### src/rtl/julia_iter_ctrl.sv
// julia_iter_ctrl: sequences z := z^2 + c through a fixed-latency datapath and
// reports the iteration count and escape status for each point.
`default_nettype none

module julia_iter_ctrl #(
  parameter int PIPE_LAT = 19,
  parameter int MAX_ITER = 255,
  parameter int ITER_W   = 8
) (
  input  logic              clk,
  input  logic              rst,
  input  logic              start,
  input  logic [31:0]       z0_re,
  input  logic [31:0]       z0_im,
  input  logic [31:0]       c_re,
  input  logic [31:0]       c_im,
  output logic              busy,
  output logic              done,
  output logic [ITER_W-1:0] iter_count,
  output logic              escaped,
  output logic [31:0]       z_re_out,
  output logic [31:0]       z_im_out,
  output logic              dp_aclr,
  output logic [31:0]       dp_rz,
  output logic [31:0]       dp_iz,
  output logic [31:0]       dp_rc,
  output logic [31:0]       dp_ic,
  input  logic [31:0]       dp_rfinal,
  input  logic [31:0]       dp_ifinal,
  input  logic              dp_overflow
);

  localparam int CNT_W = (PIPE_LAT > 2) ? $clog2(PIPE_LAT - 1) : 1;

  localparam logic [1:0] S_IDLE  = 2'd0;
  localparam logic [1:0] S_ISSUE = 2'd1;
  localparam logic [1:0] S_WAIT  = 2'd2;
  localparam logic [1:0] S_DONE  = 2'd3;

  logic [1:0]       state;
  logic [CNT_W-1:0] wait_cnt;
  logic [ITER_W:0]  iter_next;
  logic             cap_hit;
  logic             escape;

  // Box test |re| >= 2 or |im| >= 2; biased exponent >= 128 also catches Inf/NaN.
  assign escape    = (dp_rfinal[30:23] >= 8'd128) || (dp_ifinal[30:23] >= 8'd128) || dp_overflow;
  assign iter_next = {1'b0, iter_count} + 1'b1;
  assign cap_hit   = (iter_next == (ITER_W+1)'(MAX_ITER));

  assign busy    = (state != S_IDLE);
  assign done    = (state == S_DONE);
  assign dp_aclr = (state == S_IDLE) || (state == S_DONE);

  always_ff @(posedge clk) begin
    if (rst) begin
      state      <= S_IDLE;
      wait_cnt   <= '0;
      iter_count <= '0;
      escaped    <= 1'b0;
      z_re_out   <= '0;
      z_im_out   <= '0;
      dp_rz      <= '0;
      dp_iz      <= '0;
      dp_rc      <= '0;
      dp_ic      <= '0;
    end else begin
      case (state)
        S_IDLE: begin
          if (start) begin
            dp_rz      <= z0_re;
            dp_iz      <= z0_im;
            dp_rc      <= c_re;
            dp_ic      <= c_im;
            iter_count <= '0;
            escaped    <= 1'b0;
            state      <= S_ISSUE;
          end
        end
        S_ISSUE: begin
          wait_cnt <= CNT_W'(PIPE_LAT - 2);
          state    <= S_WAIT;
        end
        S_WAIT: begin
          if (wait_cnt == '0) begin
            // Result becomes the next z immediately, keeping the period at PIPE_LAT.
            dp_rz      <= dp_rfinal;
            dp_iz      <= dp_ifinal;
            z_re_out   <= dp_rfinal;
            z_im_out   <= dp_ifinal;
            iter_count <= iter_next[ITER_W-1:0];
            if (escape) begin
              escaped <= 1'b1;
              state   <= S_DONE;
            end else if (cap_hit) begin
              state <= S_DONE;
            end else begin
              state <= S_ISSUE;
            end
          end else begin
            wait_cnt <= wait_cnt - 1'b1;
          end
        end
        S_DONE: begin
          state <= S_IDLE;
        end
        default: begin
          state <= S_IDLE;
        end
      endcase
    end
  end

endmodule

`default_nettype wire

### config.mk
export PLATFORM = sky130hd
export DESIGN_NAME = julia_iter_ctrl
export DESIGN_NICKNAME = d
export VERILOG_FILES = /design/src/rtl/julia_iter_ctrl.sv
export SDC_FILE = /design/constraint.sdc
export NUM_CORES = 1
export LEC_CHECK = 0
export CAP_MARGIN = 0
export CORE_ASPECT_RATIO = 1.5
export CORE_MARGIN = 5
export CORE_UTILIZATION = 37
export CTS_BUF_LIST = sky130_fd_sc_hd__clkbuf_4
export DETAILED_ROUTE_END_ITERATION = 10
export HOLD_SLACK_MARGIN = 0.08
export PLACE_DENSITY = 0.78
export SLEW_MARGIN = 20
export SYNTH_ARGS = -nofsm -noshare
export SYNTH_HDL_FRONTEND = slang
export SYNTH_SLANG_ARGS = --single-unit
### constraint.sdc
create_clock -name clk -period 1.75 [get_ports clk]
set_clock_uncertainty 0.05 [all_clocks]
set_input_delay 0.35 -clock clk [delete_from_list [all_inputs] [get_ports clk]]
set_output_delay 0.35 -clock clk [all_outputs]
set_load 0.02 [all_outputs]
# ---- Word level (Yosys, flattened, before mapping)
# Cells that the tools add are included.
dict set report totals {
  reg_bits 208
  in_bits 196
  output_inout_bits 204
  elab_cells 56
}
dict set report op_classes {
  addsub 2
  n_lt_le_gt_ge 2
  eq_ne 8
  n_mux 20
  n_reduce_logical 14
}
# cell count
set op_table {}
lappend op_table {{$mux 32} 4}
lappend op_table {{$pmux 32 s2} 2}
lappend op_table {{$ge 8x8->1 const B} 2}
lappend op_table {{$mux 8} 2}
lappend op_table {{$pmux 8 s2} 1}
lappend op_table {{$pmux 5 s2} 1}
lappend op_table {{$add 8x1->9 const B} 1}
lappend op_table {{$eq 9x8->1 const B} 1}
lappend op_table {{$mux 2} 4}
lappend op_table {{$ne 2x2->1 const B} 4}
lappend op_table {{$pmux 2 s4} 1}
lappend op_table {{$reduce_and 2->1} 4}
lappend op_table {{$reduce_bool 2->1} 3}
lappend op_table {{$logic_not 5->1} 1}
lappend op_table {{$mux 5} 1}
lappend op_table {{$sub 5x1->5 const B} 1}
lappend op_table {{$eq 2x2->1 const B} 2}
lappend op_table {{$reduce_and 4->1} 1}
lappend op_table {{$logic_or 1x1->1} 3}
lappend op_table {{$mux 1} 3}
lappend op_table {{$reduce_and 3->1} 1}
lappend op_table {{$eq 2x1->1 const B} 1}
lappend op_table {{$logic_not 2->1} 1}
lappend op_table {{$pmux 1 s2} 1}

# ---- Logic depth before layout (Yosys ltp)
# Gate-level depths: netlist (run 1).
dict set report logic_depth {
  word_depth 6
  mapped_depth 9
  mapped_depth_nobuf 7
}

# ---- Least setup slack after synthesis (run 1)
# No wires, ideal clock.
dict set report synth_path {
  path_kind {register -> register}
  start {register state[0]}
  end {register state[1]}
  setup_ps 69
  t_arrival_ps 1815
  required_ps 1631
  path_slack_ps -184
  path_stages_with_launch 9
  path_buffers 1
  period_less_slack_ps 1934
  path_cell_list {dfxtp_1 -> inv_1 -> ha_1 -> buf_2 -> inv_2 -> o211ai_1 -> a21o_1 -> or4b_1 -> o21ai_1}
}
dict set report synth_via {
  elab_chain_cells 3
  elab_cells_between_ends 8
  cone_classes {5 x eq/ne; 1 x mux; 2 x reduce/logical}
}
# item line
set synth_rtl {}
lappend synth_rtl {{start, declared} 40} ;# logic [1:0] state;
lappend synth_rtl {{start signal, assigned} 57} ;# state <= S_IDLE;
lappend synth_rtl {{start signal, assigned} 77} ;# state <= S_ISSUE;
lappend synth_rtl {{start signal, assigned} 82} ;# state <= S_WAIT;
lappend synth_rtl {{$eq 2x2->1 or $logic_not 2->1 (tied branches)} 68} ;# case (state)
lappend synth_rtl {{$ne 2x2->1 (no source line)} -}
lappend synth_rtl {{$reduce_and 2->1 (no source line)} -}
# Parallel ways exist; a longest one is shown, timed or not.
# A chain may end at the register's enable or synchronous reset.

# ---- Worst setup path after layout (run 1)
dict set report layout_path {
  start {register wait_cnt[0]}
  end {register dp_iz[5]}
}
dict set report layout_via {
  elab_chain_cells 3
}
# item line
set layout_rtl {}
lappend layout_rtl {{start, declared} 41} ;# logic [CNT_W-1:0] wait_cnt;
lappend layout_rtl {{start signal, assigned} 81} ;# wait_cnt <= CNT_W'(PIPE_LAT - 2);
lappend layout_rtl {{start signal, assigned} 101} ;# wait_cnt <= wait_cnt - 1'b1;
lappend layout_rtl {{$logic_not 5->1} 85} ;# if (wait_cnt == '0) begin
lappend layout_rtl {{$ne 2x2->1 (no source line)} -}
lappend layout_rtl {{$reduce_and 3->1 (no source line)} -}
lappend layout_rtl {{end signal, assigned} 72} ;# dp_iz <= z0_im;
lappend layout_rtl {{end signal, assigned} 88} ;# dp_iz <= dp_ifinal;
lappend layout_rtl {{end, declared} 25} ;# output logic [31:0] dp_iz,
# No other way between the ends.

==> results of run 1 <==
## through the flow
stage          power [mW]  setup slack (ns)
3_3_place_gp        16.65           -0.2417
4_1_cts             21.34           -0.1962
5_1_grt             22.66           -0.3357
6_report            21.47           -0.2299
3_5_place_dp        16.86           -0.2969
2_1_floorplan       11.93           -0.1091
## where the power goes
| group | switching (mW) | total (mW) | internal (mW) |
|---|---|---|---|
| Sequential | 0.668 | 6.53 | 5.86 |
| Clock | 2.04 | 3.90 | 1.87 |
| Combinational | 6.12 | 11.0 | 4.92 |
## kinds of logic (layout without fill, tap and decap cells)
group / count (synthesis) / count (layout) / share of synthesized area [%]
adders and majority gates: 8 / 8 / 1.252
buffers and inverters: 81 / 600 / 4.774
and+or+nand+nor: 373 / 373 / 19.05
other: 0 / 1 / 0
AOI/OAI and AO/OA: 215 / 215 / 18.69
DFF: 208 / 208 / 52.09
xor gates and xnor gates: 7 / 7 / 0.7670
muxes: 27 / 27 / 3.381
## worst max-delay path, cell delays in order, from the launching register on
cell and delay (ns):
dfxtp_2 0.33, inv_2 0.07, ha_4 0.13, or4b_4 0.53
nor3_4 0.24, buf_12 0.17, buf_12 0.14, a222oi_1 0.09
nor2_1 0.13
## state kept, by name, indices dropped and copies added, names as in the netlist
| name | flops |
|---|---|
| dp_rc | 32 |
| wait_cnt | 5 |
| iter_count | 8 |
| z_im_out | 32 |
| dp_iz | 32 |
| state | 2 |
| z_re_out | 32 |
| dp_rz | 32 |
| dp_ic | 32 |
| escaped | 1 |
## area by class of cell
class                      count  area share (%)
clock inverter                22          0.6318
clock buffer                  70           3.791
tap                          272           2.455
antenna                        1         0.01805
sequential                   208           30.14
inverter                       8          0.2347
multi-input combinational    630           29.47
timing repair buffer         500           33.26
## timing repair
action | 4_1_cts | 5_1_grt
hold endpoints to repair | 1 | 0
setup endpoints to repair | 358 | 272
hold buffers | 1 | 0
setup buffers | 12 | 5
pin swaps | 42 | 58
resized for setup | 799 | 192
cloned | 7 | 3
## metal layers
layer	vias up	global-route usage, %	wire [um]
met4	0	12.00	1654
met1	4100	26.76	11710
met3	114	7.275	2583
li1	4155	-	-
met5	-	0	0
met2	410	46.17	17850
## path summary, 6_finish.rpt
path / from / end / slack, ns / cells after the start
setup reg to reg: wait_cnt[0] / dp_iz[5] / -0.23 / 8
setup / recovery: wait_cnt[0] / dp_iz[5] / -0.23 / 8
hold reg to reg: z_re_out[5] / z_re_out[5] / 0.40 / 2
hold / removal: c_im[6] / dp_ic[6] / 0.18 / 3
## placed cells by master, fill, tap and decap left out, drive strengths merged
cell	instances
a211oi	29
a21o	2
a21oi	132
a222oi	37
a22oi	6
a2bb2oi	1
a31o	1
a31oi	2
and2	1
and3	1
buf	251
clkbuf	74
clkdlybuf4s15	50
clkdlybuf4s50	194
clkinv	20
dfxtp	208
diode	1
dlygate4sd3	1
ha	8
inv	10
mux2i	27
nand2	265
nand2b	1
nand3	4
nand4	1
nor2	82
nor2b	5
nor3	6
nor4	1
nor4b	1
o211ai	1
o21ai	2
o22ai	1
o31ai	1
or3	2
or4	1
or4b	2
xnor2	5
xor2	2
==> reports/metrics.cfg, run 1 <==
[clock_network]
cts_made_buffers=52
insertion_delay_ns=0.69
cts-root-buf=clkbuf_4
cts_tree=built
clk_path_buf_depth=3
htreeDepth=2
clk_pin_slew_ns=0.08
clock-sinks=208

[route]
drt-total-wl_um=33810
remaining_drc_errors=0
num_vias=8779
drt_iter0_drc=514
drt-wirelength-per-cell_um=19.76
drt-vias-per-instance=5.131
drt-pass1-iter-count=6
drtAntennaViolNets=0

[sta]
timing.setup.tns_ns=-18.99
rsz0062_at_grt=true
worstMarginPinSlew_ns=0.6022
min_period_ns=1.980
whs_ns=0.1787
setup_viol=139
relSlewSlack_pct=59.85
max_freq_ghz=0.5051
drv_slew=0
period_share_pct=113.1
timing_hold_violations_final=0
fin_ws_ns=-0.2299

[layout]
multi_input_area_sq_um=4085
design_area_sq_um=13860
layoutNonFillerInstCount=1711
drive_above_1_share_pct=38.11
regArea_sq_um=4179
nFillCells=1740
areaGrowthSynthToFinish_pct=73.42
finalCoreUtilization_pct=64.57
num-nets-final=1604

[placed_design]
place.gp.congestion=0.8301
dpl-instance-area_sq_um=12910
post-place-cells=1593
hpwlAfterDp_um=22530
io_buffers=399

[floorplan]
die_y_um=190.0
start_util_pct=37.23
die_area_sq_um=24710
pin_count=400
die_w_um=130.0
core_sq_um=21470
rows=66

[logic_synthesis]
synth.area.top_cells=dfxtp_1 (52%), nand2_1 (12%), a21oi_1 (8.3%)
avgSynthCellArea_sq_um=8.698
ys_seq_elements=208
ys_top_cells_by_count=nand2_1 (265), dfxtp_1 (208), a21oi_1 (132), nor2_1 (71), clkbuf_1 (52)
synth_edf_count=0
syn_area_sq_um=7994
synth_cells=919
yosysSeqAreaShare_pct=52.09
yosysMostFrequentCell=nand2_1
yosys.cell_types.count=42
yosys.area.top_type_share_pct=52.09
async_reset_ff_share_pct=0
syn_nets=1123
yosysWarnings=0
synth_top_area_cell=dfxtp_1
ys.flop_type=dfxtp_1

[worst_hold_path]
min_path_type=input pin to register

[setup_path]
worstPathMaxFanout=14
crit_arrival_ns=2.51
cp.required_ns=2.28
startpoint_type=register
end_kind=register
path_class=register to register

[power_and_ir_drop]
p_per_area_nw_per_um2=1548
p_leak_nw=5.800
vdd_drop_max_mv=0.6976

[flow_run]
cap_viol_max_count=0

[outcome]
outcome=complete, but fails checks
violations=negative setup slack

[grt]
grt_overflow=0
grt_max_degree=105
track_usage_pct=25.53
grt_antenna_before_repair=1
grt_pass1_vias=9003
grt_first_pass_wirelength_um=49050

No activity file was read; power rests on OpenSTA's default activity.
==> run 2, diff against run 1 <==
Settings changed: REMOVE_ABC_BUFFERS set to 1.
==> reports/metrics.cfg, run 2 (synthesized netlist as in run 1, its figures left out) <==
[placed_design]
place.gp.congestion=0.8701  ; +4.8%
hpwlAfterDp_um=21610  ; -4.1%
io_buffers=399  ; unchanged
post-place-cells=1578  ; -0.94%

[outcome]
outcome=complete, but fails checks
violations=negative setup slack

[sta]
drv_slew=0  ; unchanged
max_freq_ghz=0.4882  ; -3.3%
relSlewSlack_pct=64.54  ; +4.7 points
setup_viol=144  ; +3.6%
fin_ws_ns=-0.2985  ; -0.06853 ns
period_share_pct=117.1  ; +3.9 points
worstMarginPinSlew_ns=0.5319  ; -0.07035 ns
min_period_ns=2.048  ; +0.06854 ns
rsz0062_at_grt=true
timing_hold_violations_final=0  ; unchanged
whs_ns=0.2147  ; +0.03604 ns

[layout]
nFillCells=1807  ; +3.9%
layout_common_cells=nand2_1 (232), dfxtp_1 (201), clkdlybuf4s50_1 (194), clkbuf_2 (118), a21oi_1 (103)
drive_above_1_share_pct=34.43  ; -3.7 points
final_common_cell=nand2_1
layoutNonFillerInstCount=1702  ; -0.53%
num-nets-final=1600  ; -0.25%
areaGrowthSynthToFinish_pct=72.47
finalCoreUtilization_pct=64.21  ; -0.36 points

[route]
remaining_drc_errors=0  ; unchanged
drt-wirelength-per-cell_um=19.42  ; -1.7%
num_vias=8744  ; -0.40%
drt-pass1-iter-count=7  ; +1
drt-total-wl_um=33050  ; -2.2%
drtAntennaViolNets=0  ; unchanged
drt_iter0_drc=508  ; -1.2%
drt-vias-per-instance=5.137  ; +0.13%

[setup_path]
end_kind=register
startpoint_type=register
crit_arrival_ns=2.55  ; +0.04 ns
worstPathMaxFanout=4  ; -10
ff2ff_path_depth=10  ; +2
path_class=register to register
cp.required_ns=2.26  ; -0.02 ns

[clock_network]
cts_made_buffers=50  ; -3.8%
clk_path_buf_depth=3  ; unchanged
insertion_delay_ns=0.62  ; -0.07 ns
clock-sinks=208  ; unchanged
cts-root-buf=clkbuf_4
cts_tree=built
htreeDepth=2  ; unchanged
clk_pin_slew_ns=0.07  ; about the same

[grt]
grt_first_pass_wirelength_um=47920  ; -2.3%
grt_overflow=0  ; unchanged
grt_pass1_vias=8780  ; -2.5%
grt_max_degree=72  ; -31%
track_usage_pct=24.87  ; -0.65 points
grt_antenna_before_repair=1  ; unchanged

[power_and_ir_drop]
vdd_drop_max_mv=0.8823  ; +26%
p_total_mw=21.92  ; +2.1%
p_leak_nw=5.659  ; -2.4%
p_per_area_nw_per_um2=1590  ; +2.7%

[floorplan]
start_util_pct=37.23  ; unchanged
die_w_um=130.0  ; unchanged
die_y_um=190.0  ; unchanged
core_sq_um=21470  ; unchanged
die_area_sq_um=24710  ; unchanged
rows=66  ; unchanged
pin_count=400  ; unchanged

[worst_hold_path]
worstHoldPathCells=3  ; unchanged
min_path_type=input pin to register

[flow_run]
cap_viol_max_count=0  ; unchanged

-- run 2: final timing paths --
check                end  slack (ns)        start
max            dp_rz[27]       -0.30  wait_cnt[1]
min             dp_ic[3]        0.21      c_im[3]
max reg2reg    dp_rz[27]       -0.30  wait_cnt[1]
min reg2reg  z_re_out[0]        0.40  z_re_out[0]
-- run 2: layout make-up --
cell class / instances / area (sq um) / area share (%)
Timing Repair Buffer: 498 / 4654 / 33.76
Inverter: 8 / 35.03 / 0.2541
Multi-Input combinational cell: 630 / 3936 / 28.55
Clock buffer: 72 / 540.5 / 3.920
Antenna cell: 1 / 2.502 / 0.01815
Sequential cell: 208 / 4175 / 30.28
Tap cell: 272 / 340.3 / 2.468
Clock inverter: 13 / 102.6 / 0.7442
-- run 2: metal layers --
metal  GRT usage [%]  part of all wire (%)  vias to the layer above
li1                -                     -                     4123
met1           26.78                    35                     4152
met2           43.86                    53                      375
met3           7.556                   7.9                       94
met4           11.72                   3.9                        0
met5               0                     0                        -
-- run 2: stage by stage --
step | worst slack (ns) | area [sq um] | setup TNS (ns)
floorplan | -1.783 | 7642 | -260.45
global placement | -0.3011 | 12610 | -41.14
detailed placement | -0.3775 | 12610 | -50.57
CTS | -0.2701 | 14160 | -28.83
global route | -0.3787 | 13790 | -41.91
finish | -0.2985 | 13790 | -29.96
-- run 2: repair_timing --
item / 4_1_cts / 5_1_grt
setup endpoints to repair: 398 / 363
resized for setup: 570 / 265
hold endpoints to repair: 3 / 0
pin swaps: 40 / 66
buffers inserted: 19 / 8
gates cloned: 13 / 4
hold buffers: 1 / 0
-- run 2: worst max-delay path: stages, from the launching register on --
cell and delay, ns:
dfxtp_2 0.33, inv_2 0.07, ha_4 0.13, or4b_4 0.49, buf_6 0.15, a2bb2oi_4 0.15
buf_6 0.14, buf_8 0.13, buf_16 0.13, nor2_4 0.03, a211oi_2 0.17
-- run 2: where the power goes --
| part | leakage [nW] | switching, mW | internal [mW] | total, mW |
|---|---|---|---|---|
| clock | 0.379 | 1.92 | 2.17 | 4.09 |
| combinational | 3.58 | 6.20 | 5.15 | 11.3 |
| sequential | 1.70 | 0.627 | 5.86 | 6.49 |
==> edit: new RTL, flow settings as in run 1 <==
The parameter `PIPE_LAT` goes from 19 to 38.
--- a/src/rtl/julia_iter_ctrl.sv
+++ b/src/rtl/julia_iter_ctrl.sv
@@ -5,3 +5,3 @@
 module julia_iter_ctrl #(
-  parameter int PIPE_LAT = 19,
+  parameter int PIPE_LAT = 38,
   parameter int MAX_ITER = 255,
Check against the original RTL: same outputs for any inputs over 4 cycles, from zero or initial values and one cycle with rst high; that may be too few to reach the edited logic, so the function may still have changed.
==> edit against run 1 <==
Sequential cell count rose by 1; count of clock-buffer cells in the layout fell by 1; the run still ends with negative setup slack left; critical path type unchanged; critical endpoint is now dp_iz[7]; die area fell by 1.1%; global-route usage fell by 2.5 points; setup slack got worse by 0.25 ns; area after synthesis fell by 1.2%; final area fell by 6.2%; routed wire length fell by 7.3%.
Power is not compared: it rests on default switching activity, and its combinational part moved more than twofold at a synthesized area within 25%.
==> edit: results (changes against run 1) <==
status=finished with violations; failing checks=negative setup slack; number of vias per cell=5.145 (+0.27%); initial antenna violation count=1 (unchanged); Avg WL per Cell=18.61 um (-5.8%); clk slew on worst S/H paths=0.06 ns (-0.02 ns); number of global-route vias before repair=8731 (-3.0%); Setup TNS=-28.88 ns (-9.884 ns); Area Overhead vs Synth=64.56%; worst-margin pin slew=0.4608 ns (-0.1415 ns); worst-path maximum fanout=5 (-9); endpoints failing setup=79 (-43%); Clock Tree Buf Depth=3 (unchanged); HPWL after DPL=21440 um (-4.8%); Leak=5.223 nW; final hold slack=0.2089 ns (+0.03020 ns); clk root buf=clkbuf_4; input/output buffers=399 (unchanged); H-tree lvl count=2 (unchanged); synth cell count leaders=nand2_1 (265), dfxtp_1 (209), a21oi_1 (143); pin count of the biggest net entering global routing=47 (-55%); FFs w/ async S/R, synth=0% (unchanged); Fillers=1834 (+5.4%); Nets=1597 (-0.44%); register area share after synthesis=52.97% (+0.88 points); Post-Syn Instances=934 (+1.6%); Global Route Usage Sum=23.04% (-2.5 points); Synth Flop Type=dfxtp_1; syn nets=1137 (+1.2%); DR pass1 iterations=7 (+1); CTS Buf Count=50 (-3.8%); first-pass GRT wire length=45260 um (-7.7%); 1st-iter DRT viols=427 (-17%); Place WS=-0.4368 ns (-0.1399 ns); placer congestion estimate=0.8394 (+1.1%); Inst Count DP=1595 (+0.13%); worst hold path startpoint=c_im[13]; Crit path arrival time=2.70 ns (+0.19 ns); Synth area leaders=dfxtp_1 (53%), nand2_1 (13%), a21oi_1 (9.1%); worst hold path class=primary input to register; share of post-route cells with drive strength above 1=25.23% (-13 points); DP Area=12640 um^2 (-2.1%); clk_lat worst skew=0.63 ns (-0.06 ns); WL final=31330 um (-7.3%); synth unique cells=41 (-2.4%); worst setup path start=wait_cnt[1]; final worst setup slack=-0.4789 ns (-0.2490 ns); Peak VDD IR=686.6 uV
## edit: cell types whose count changed in the layout (fill, tap and decap cells not counted), moves of 37 or more
cell             before  now
nand2_1             218  264
a21oi_2              39    2
clkdlybuf4s15_1       0   49
a21oi_1              93  141
buf_2               142   14
clkbuf_2              0  115
## edit: cells by family (layout without fill, tap and decap cells)
| kind of cell | Yosys count | in the layout | synth area share [%] |
|---|---|---|---|
| other | 0 | 1 | 0 |
| muxes | 29 | 29 | 3.691 |
| buffers and inverters | 81 | 562 | 4.530 |
| DFF | 209 | 209 | 52.97 |
| adders and majority gates | 7 | 7 | 1.109 |
| xor gates and xnor gates | 4 | 4 | 0.4436 |
| AOI/OAI and AO/OA | 222 | 222 | 17.80 |
| and+or+nand+nor | 382 | 382 | 19.45 |
## edit: power breakdown
part	switching [mW]	internal (mW)
logic	2.95	2.39
clock network	1.84	1.92
registers	0.325	5.36
total	5.11	9.67
## edit: layout make-up
type,instances,area share [%]
tap,268,2.580
multi-input combinational,644,27.08
antenna,1,0.01925
timing repair buffer,480,33.46
clock inverter,4,0.3176
sequential,209,32.28
clock buffer,69,3.985
inverter,9,0.2791
## edit: path summary, 6_finish.rpt
path / end / depth (start not counted)
worst min-delay path: dp_ic[13] / 3
worst min register to register: dp_ic[29] / 2
worst max register to register: dp_iz[7] / 9
worst max-delay path: dp_iz[7] / 9
## edit: worst max-delay path: stages (launching register included)
cell       delay, ns
dfxtp_2         0.33
inv_2           0.07
ha_4            0.14
or4b_4          0.47
o21ai_4         0.21
nand3b_4        0.13
buf_12          0.15
clkbuf_16       0.15
a222oi_1        0.33
nor2_1          0.08
## edit: routing by layer
layer	global-route usage, %	wire, um	vias up
met2	41.37	16140	403
met3	8.129	2970	72
met5	0	0	-
met1	23.62	11050	4057
met4	10.35	1177	0
li1	-	-	4132
## edit: what timing repair did
action | 4_1_cts | 5_1_grt
endpoints found under the setup margin | 337 | 291
gates cloned | 2 | 8
hold endpoints to repair | 21 | 0
setup buffers | 3 | 2
resized for setup | 437 | 201
pin swaps | 4 | 28
hold buffers | 1 | 0
